**src/rtl/ram_dump_tx.sv**
```systemverilog
// Streams N consecutive RAM words out as little-endian bytes through a UART
// trmt/tx_data/tx_done handshake. The top byte of each word is sign-extended.
module ram_dump_tx #(
  parameter int DATA_W         = 18,
  parameter int ADDR_W         = 10,
  parameter int BYTES_PER_WORD = 3
) (
  input  logic              clk,
  input  logic              rst,
  input  logic              start,
  input  logic [ADDR_W-1:0] base_addr,
  input  logic [ADDR_W:0]   word_cnt,
  output logic              ram_rd,
  output logic [ADDR_W-1:0] ram_addr,
  input  logic [DATA_W-1:0] ram_q,
  output logic              trmt,
  output logic [7:0]        tx_data,
  input  logic              tx_done,
  output logic              busy,
  output logic              done
);

  localparam int EXT_W = BYTES_PER_WORD * 8;
  localparam int IDX_W = (BYTES_PER_WORD > 1) ? $clog2(BYTES_PER_WORD) : 1;
  localparam logic [IDX_W-1:0] LAST_IDX = IDX_W'(BYTES_PER_WORD - 1);

  typedef enum logic [2:0] {
    IDLE, READ, LATCH, LOAD, SEND, WAIT_TX, FINISH
  } state_e;

  state_e              state_q;
  logic [ADDR_W-1:0]   addr_q;
  logic [ADDR_W:0]     remain_q;
  logic [DATA_W-1:0]   word_q;
  logic [IDX_W-1:0]    byte_idx_q;
  logic                ram_rd_q;
  logic [ADDR_W-1:0]   ram_addr_q;
  logic                trmt_q;
  logic [7:0]          tx_data_q;
  logic                busy_q;
  logic                done_q;

  // Signed cast widens the word to whole bytes, replicating the MSB.
  logic [EXT_W-1:0]    word_ext;
  logic [7:0]          byte_sel;
  assign word_ext = EXT_W'($signed(word_q));
  assign byte_sel = word_ext[{byte_idx_q, 3'b000} +: 8];

  always_ff @(posedge clk or posedge rst) begin
    if (rst) begin
      state_q    <= IDLE;
      addr_q     <= '0;
      remain_q   <= '0;
      word_q     <= '0;
      byte_idx_q <= '0;
      ram_rd_q   <= 1'b0;
      ram_addr_q <= '0;
      trmt_q     <= 1'b0;
      tx_data_q  <= '0;
      busy_q     <= 1'b0;
      done_q     <= 1'b0;
    end else begin
      case (state_q)
        IDLE: begin
          if (start) begin
            addr_q   <= base_addr;
            remain_q <= word_cnt;
            if (word_cnt == '0) begin
              done_q  <= 1'b1;
              state_q <= FINISH;
            end else begin
              busy_q     <= 1'b1;
              ram_rd_q   <= 1'b1;
              ram_addr_q <= base_addr;
              state_q    <= READ;
            end
          end
        end
        READ: begin
          ram_rd_q <= 1'b0;
          state_q  <= LATCH;
        end
        LATCH: begin
          word_q     <= ram_q;
          byte_idx_q <= '0;
          state_q    <= LOAD;
        end
        LOAD: begin
          tx_data_q <= byte_sel;
          trmt_q    <= 1'b1;
          state_q   <= SEND;
        end
        SEND: begin
          trmt_q  <= 1'b0;
          state_q <= WAIT_TX;
        end
        WAIT_TX: begin
          // tx_data stays registered here, so the UART sees a stable byte.
          if (tx_done) begin
            if (byte_idx_q != LAST_IDX) begin
              byte_idx_q <= byte_idx_q + IDX_W'(1);
              state_q    <= LOAD;
            end else if (remain_q == (ADDR_W+1)'(1)) begin
              busy_q  <= 1'b0;
              done_q  <= 1'b1;
              state_q <= FINISH;
            end else begin
              remain_q   <= remain_q - (ADDR_W+1)'(1);
              addr_q     <= addr_q + ADDR_W'(1);
              ram_rd_q   <= 1'b1;
              ram_addr_q <= addr_q + ADDR_W'(1);
              state_q    <= READ;
            end
          end
        end
        FINISH: begin
          done_q  <= 1'b0;
          busy_q  <= 1'b0;
          state_q <= IDLE;
        end
        default: state_q <= IDLE;
      endcase
    end
  end

  assign ram_rd   = ram_rd_q;
  assign ram_addr = ram_addr_q;
  assign trmt     = trmt_q;
  assign tx_data  = tx_data_q;
  assign busy     = busy_q;
  assign done     = done_q;

endmodule

```
**config.mk**
```make
export PLATFORM = sky130hd
export DESIGN_NAME = ram_dump_tx
export DESIGN_NICKNAME = d
export VERILOG_FILES = /design/src/rtl/ram_dump_tx.sv
export SDC_FILE = /design/constraint.sdc
export NUM_CORES = 1
export LEC_CHECK = 0
export CAP_MARGIN = 10
export CORE_AREA = 4 4 118 86
export CTS_CLUSTER_DIAMETER = 40
export DETAILED_ROUTE_END_ITERATION = 7
export DIE_AREA = 0 0 122 90
export GPL_ROUTABILITY_DRIVEN = 1
export SETUP_SLACK_MARGIN = 0.2
export SYNTH_ARGS = -nofsm -noshare
export SYNTH_HDL_FRONTEND = slang
export SYNTH_SLANG_ARGS = --single-unit
```
**constraint.sdc**
```tcl
create_clock -name clk -period 5.1 [get_ports clk]
set_input_delay 1.02 -clock clk [delete_from_list [all_inputs] [get_ports clk]]
set_output_delay 1.02 -clock clk [all_outputs]
set_load 0.02 [all_outputs]
```
Yosys cells after proc, flatten, opt, wreduce, memory -nomap -nowiden --
Cells that the tools add are included.
Word-level totals: memory bits (read-only) 0, output and inout port bits 22, latch bits 0, memories 0, bits in registers 66, bits in writable memories 0
Cells by class: multiply operators 0, magnitude comparators 0, shifts and indexed selects 1, bitwise logic cells 0, reduce and logical (&&, ||, !) cells 14, multiplexer cells 39, $add $sub $neg 3, eq/ne operators 16, div/mod/pow operators 0
Operators with widths (number):
- $mux 10 | 6
- $mux 11 | 4
- $pmux 10 s2 | 2
- $reduce_and 6->1 | 4
- $shiftx 24x6->8 | 1
- $pmux 11 s2 | 1
- $ne 2x2->1 const B | 9
- $pmux 3 s6 | 1
- $mux 3 | 5
- $mux 1 | 13
- $eq 11x1->1 const B | 1
- $logic_not 11->1 | 1
- $sub 11x1->11 const B | 1
- $add 10x1->10 const B | 1
- $eq 3x3->1 const B | 3
- $pmux 1 s3 | 3
- $eq 3x2->1 const B | 2
- $reduce_bool 2->1 | 3
- $reduce_bool 3->1 | 2
- $reduce_and 5->1 | 1
- $mux 2 | 2
- $pmux 2 s2 | 1
- $eq 3x1->1 const B | 1
- $logic_not 3->1 | 1
- 4 further kinds | 4

Longest topological paths before layout --
word-level depth 5, depth in mapped cells 8, mapped depth without buffers 6

Least setup slack after synthesis --
Ideal clock, no wire load.
kind input to register, start input port start, end register addr_q[8], setup slack 2563 ps, setup time 125 ps, data arrival time 2413 ps, buffers on the path 1, cell stages on the path 5, cells stage by stage or3b_1 > a21o_1 > nor2_2 > buf_2 > mux2_2
On the way: cells in the longest elaborated chain, start to end 2
Ends and longest elaborated chain:
- start, declared | line 10 | input logic start,
- $ne 2x2->1 (no line)
- $reduce_and 5->1 (no line)
- end signal, assigned | line 66 | addr_q <= base_addr;
- end signal, assigned | line 109 | addr_q <= addr_q + ADDR_W'(1);
- end, declared | line 32 | logic [ADDR_W-1:0] addr_q;
Every way passes these cells. A chain may end at the register's enable or synchronous reset.

Final worst setup path --
start input port word_cnt[9], end register ram_addr_q[3], in the netlist ram_addr[3]
On the way: cells in the longest elaborated chain, start to end 3
Ends and longest elaborated chain:
- start, declared | line 12 | input logic [ADDR_W:0] word_cnt,
- $logic_not 11->1 | line 68 | if (word_cnt == '0) begin
- $ne 2x2->1 (no line)
- $reduce_and 6->1 (no line)
- end signal, assigned | line 74 | ram_addr_q <= base_addr;
- end signal, assigned | line 111 | ram_addr_q <= addr_q + ADDR_W'(1);
- end, declared | line 37 | logic [ADDR_W-1:0] ram_addr_q;
Every way passes these cells.

==> results.tsv <==
stage	metric	value	unit
setup_path	worstPathCellList	clkdlybuf4s50_1 -> nor4_1 -> and4_1 -> or3_1 -> mux2_4	
power	switching_share	36.6	%
sta	finClkSkew	4.87	ps
setup_path	reg2reg_depth	4	
setup_path	crit_path_end_kind	register	
clock_network	clock_sinks	66	
clock_network	cts_setup_buffers	0	
clock_network	clockBufferDepth	2	
setup_path	cp_max_fo	10	
drt	wl	8640	µm
grt	overflow	0	
placement	port_buffers	64	
synthesis	synthCells	329	
synthesis	synth_top_cells_by_area	dfrtp_1 47%, mux2_2 11%, mux2_4 4.3%	
grt	grt_use_total	16.8	%
power	p_int	1.82	mW
power	power_frac_comb	42.0	%
setup_path	slowest_delay	620	ps
outcome	outcome	finished clean	
drt	drt_iter0_drc	324	
clock_network	clkSlewWorstSetupHoldPaths	50	ps
clock_network	cts_resized	0	
sta	totalNegativeSetupSlack	0	ps
synthesis	synth_edf_count	0	
sta	timing.final.setup_violations	0	
synthesis	yosys.area.top_type_share	46.9	%
sta	tightest_slew	999	ps
synthesis	ys_warn_count	0	
finish	layout.nets	434	
synthesis	netlist_area	3520	µm²
finish	synthToLayoutAreaGrowth	29.1	%
grt	grt_pass1_wl	14500	µm
synthesis	synth_area_leader_cell	dfrtp_1	
synthesis	synth_area_per_cell	10.7	µm²
power	power	2.86	mW
clock_network	cts_inserted_buffers	9	
clock_network	tritoncts	done	
power	vdd_drop_max	221	µV
finish	layout-drive-gt1-share	17.3	%
power	seq_power_share	37.1	%
worst_hold_path	hp-class	register to register	
setup_path	slowest_stage	nor4_1	
finish	nFillCells	854	
floorplanning	start_util	39.3	%
setup_path	required	5320	ps
floorplanning	fp.dieW	122	µm
setup_path	critical-path-top-delay-family	simple AND/OR/NAND/NOR gates	
floorplanning	row_count	29	
worst_hold_path	min_path_cells	1	
sta	drv_slew	0	
synthesis	ys_async_sr_fraction	100	%
synthesis	yosysSeqAreaShare	46.9	%
synthesis	synth_common_cells	66 x dfrtp_1, 34 x mux2_2, 22 x o21ai_0	
drt	vias	2836	
drt	drc_errors	0	
synthesis	syn_nets	376	
setup_path	worst-path-stages	5	
setup_path	worst_setup_path_start_kind	primary input	
setup_path	cp.buffers_inverters	1	
clock_network	clk_latency	330	ps
floorplanning	die_height	90	µm
synthesis	synth.distinct_cells	54	
sta	period_share	61.5	%
grt	grt_pass1_vias	2849	
power	p_clk_share	20.9	%
sta	fmax	0.319	GHz
floorplanning	coreArea	8960	µm²
setup_path	critical_path_arrival	3350	ps
power	leakage	1.83	nW
floorplanning	io_pins	65	
drt	vias_per_cell	5.50	
sta	rsz0062_at_grt	no	
power	p_switching	1.05	mW
run	cap_viol_max_count	0	
placement	hpwl	6100	µm
drt	routedWlPerCell	16.7	µm
setup_path	crit_type	primary input to register	
drt	ant_nets	0	
grt	grt_max_degree	40	
drt	drtPass1Iterations	5	
sta	final_hold_viol_count	0	
clock_network	cts_max_level	3	
finish	diodes	0	
clock_network	root_buffer	clkbuf_16	
synthesis	ys_ff_latch	66	
sta	slew_headroom	33.1	%
grt	antenna_found_initial	0	
floorplanning	dieArea	11000	µm²
synthesis	ys.flop_type	dfrtp_1	
power	power_density	630	nW/µm²
placement	place_congestion	0.820	
sta	final.min_clock_period	3140	ps
clock_network	cts_hold_buffers	0	
synthesis	yosysMostFrequentCell	dfrtp_1	
==> metrics by stage <==
| stage | hold WS [ps] | instance area (µm²) | util, % | instances | worst slack (ps) |
|---|---|---|---|---|---|
| detailed placement | 494 | 4250 | 47.5 | 500 | 1660 |
| global route | 528 | 4540 | 50.7 | 516 | 1900 |
| finish | 503 | 4540 | 50.7 | 516 | 1960 |
| floorplan | 470 | 3520 | - | 329 | 2430 |
| global placement | 480 | 4250 | 47.5 | 500 | 1710 |
| CTS | 506 | 4540 | 50.7 | 516 | 2020 |
==> worst register-to-register path: cells and delay by family, from the launching register on <==
family	cells	cell delay, ps
muxes	1	360
DFF	1	750
and+or+nand+nor	3	1610
==> worst paths after layout <==
path | start | slack (ps) | to
max | word_cnt[9] | 1960 | ram_addr[3]
min | word_q[11] | 500 | word_q[11]
max reg2reg | state_q[0] | 2280 | ram_addr[3]
min reg2reg | word_q[11] | 500 | word_q[11]
max in group asynchronous | rst | 3050 | remain_q[8]
min in group asynchronous | rst | 1170 | ram_addr[9]
==> per-layer routing <==
| layer | up-vias | track usage [%] | share of wire, % |
|---|---|---|---|
| met3 | 9 | 5.90 | 6.9 |
| li1 | 1359 | - | - |
| met2 | 101 | 22.9 | 42 |
| met5 | - | 0 | 0 |
| met1 | 1367 | 24.6 | 50 |
| met4 | 0 | 5.32 | 1.0 |
==> cells by family (layout without fill, tap and decap cells) <==
| kind of cell | Yosys count | count (layout) | synth area share [%] |
|---|---|---|---|
| simple gates | 89 | 89 | 13.6 |
| compound gates | 81 | 81 | 15.3 |
| flops | 66 | 66 | 46.9 |
| mux | 54 | 54 | 18.0 |
| buf+inv | 31 | 94 | 3.77 |
| fa+ha+maj | 4 | 4 | 1.42 |
| xor+xnor | 4 | 4 | 0.996 |
==> power by group through the flow <==
| stage | registers (mW) | clock network [mW] | logic [mW] |
|---|---|---|---|
| 3_3_place_gp | 1.06 | 0 | 1.19 |
| 6_report | 1.06 | 0.598 | 1.20 |
| 5_1_grt | 1.11 | 0.637 | 1.32 |
| 2_1_floorplan | 1.06 | 0 | 0.809 |
| 3_5_place_dp | 1.07 | 0 | 1.21 |
| 4_1_cts | 1.06 | 0.618 | 1.21 |
==> cell usage in the layout (no fill, tap or decap), types with 3 or more instances in the layout <==
cell type and count:
nor4_1 3, nor3_1 8, mux2_4 10, clkdlybuf4s50_1 64, mux2_2 34, o2bb2ai_1 6, clkbuf_16 9, nand2_1 21
a31oi_1 8, nand4_1 6, xnor2_1 3, nand3_1 11, mux2i_1 10, or3_1 3, o211ai_1 8, o21ai_0 22
nor2b_1 3, a21oi_1 12, nor2_1 14, inv_1 9, ha_1 4, o31ai_1 3, a22oi_1 6, dfrtp_1 66
or4_1 7, buf_4 4
==> registers in the layout, summed over array words and instances, names as in the netlist <==
signal	count
busy	1
tx_data	8
byte_idx_q	2
done	1
ram_rd	1
trmt	1
state_q	3
word_q	18
ram_addr	10
remain_q	11
addr_q	10
==> cell type report <==
class,count,area [µm²],area share [%]
clock buffer,11,233,5.12
clock inverter,5,55.1,1.21
inverter,10,37.5,0.826
multi-input combinational,232,1740,38.3
sequential,66,1650,36.4
tap,124,155,3.42
timing repair buffer,68,671,14.8
Power figures use the tool's default switching activity.
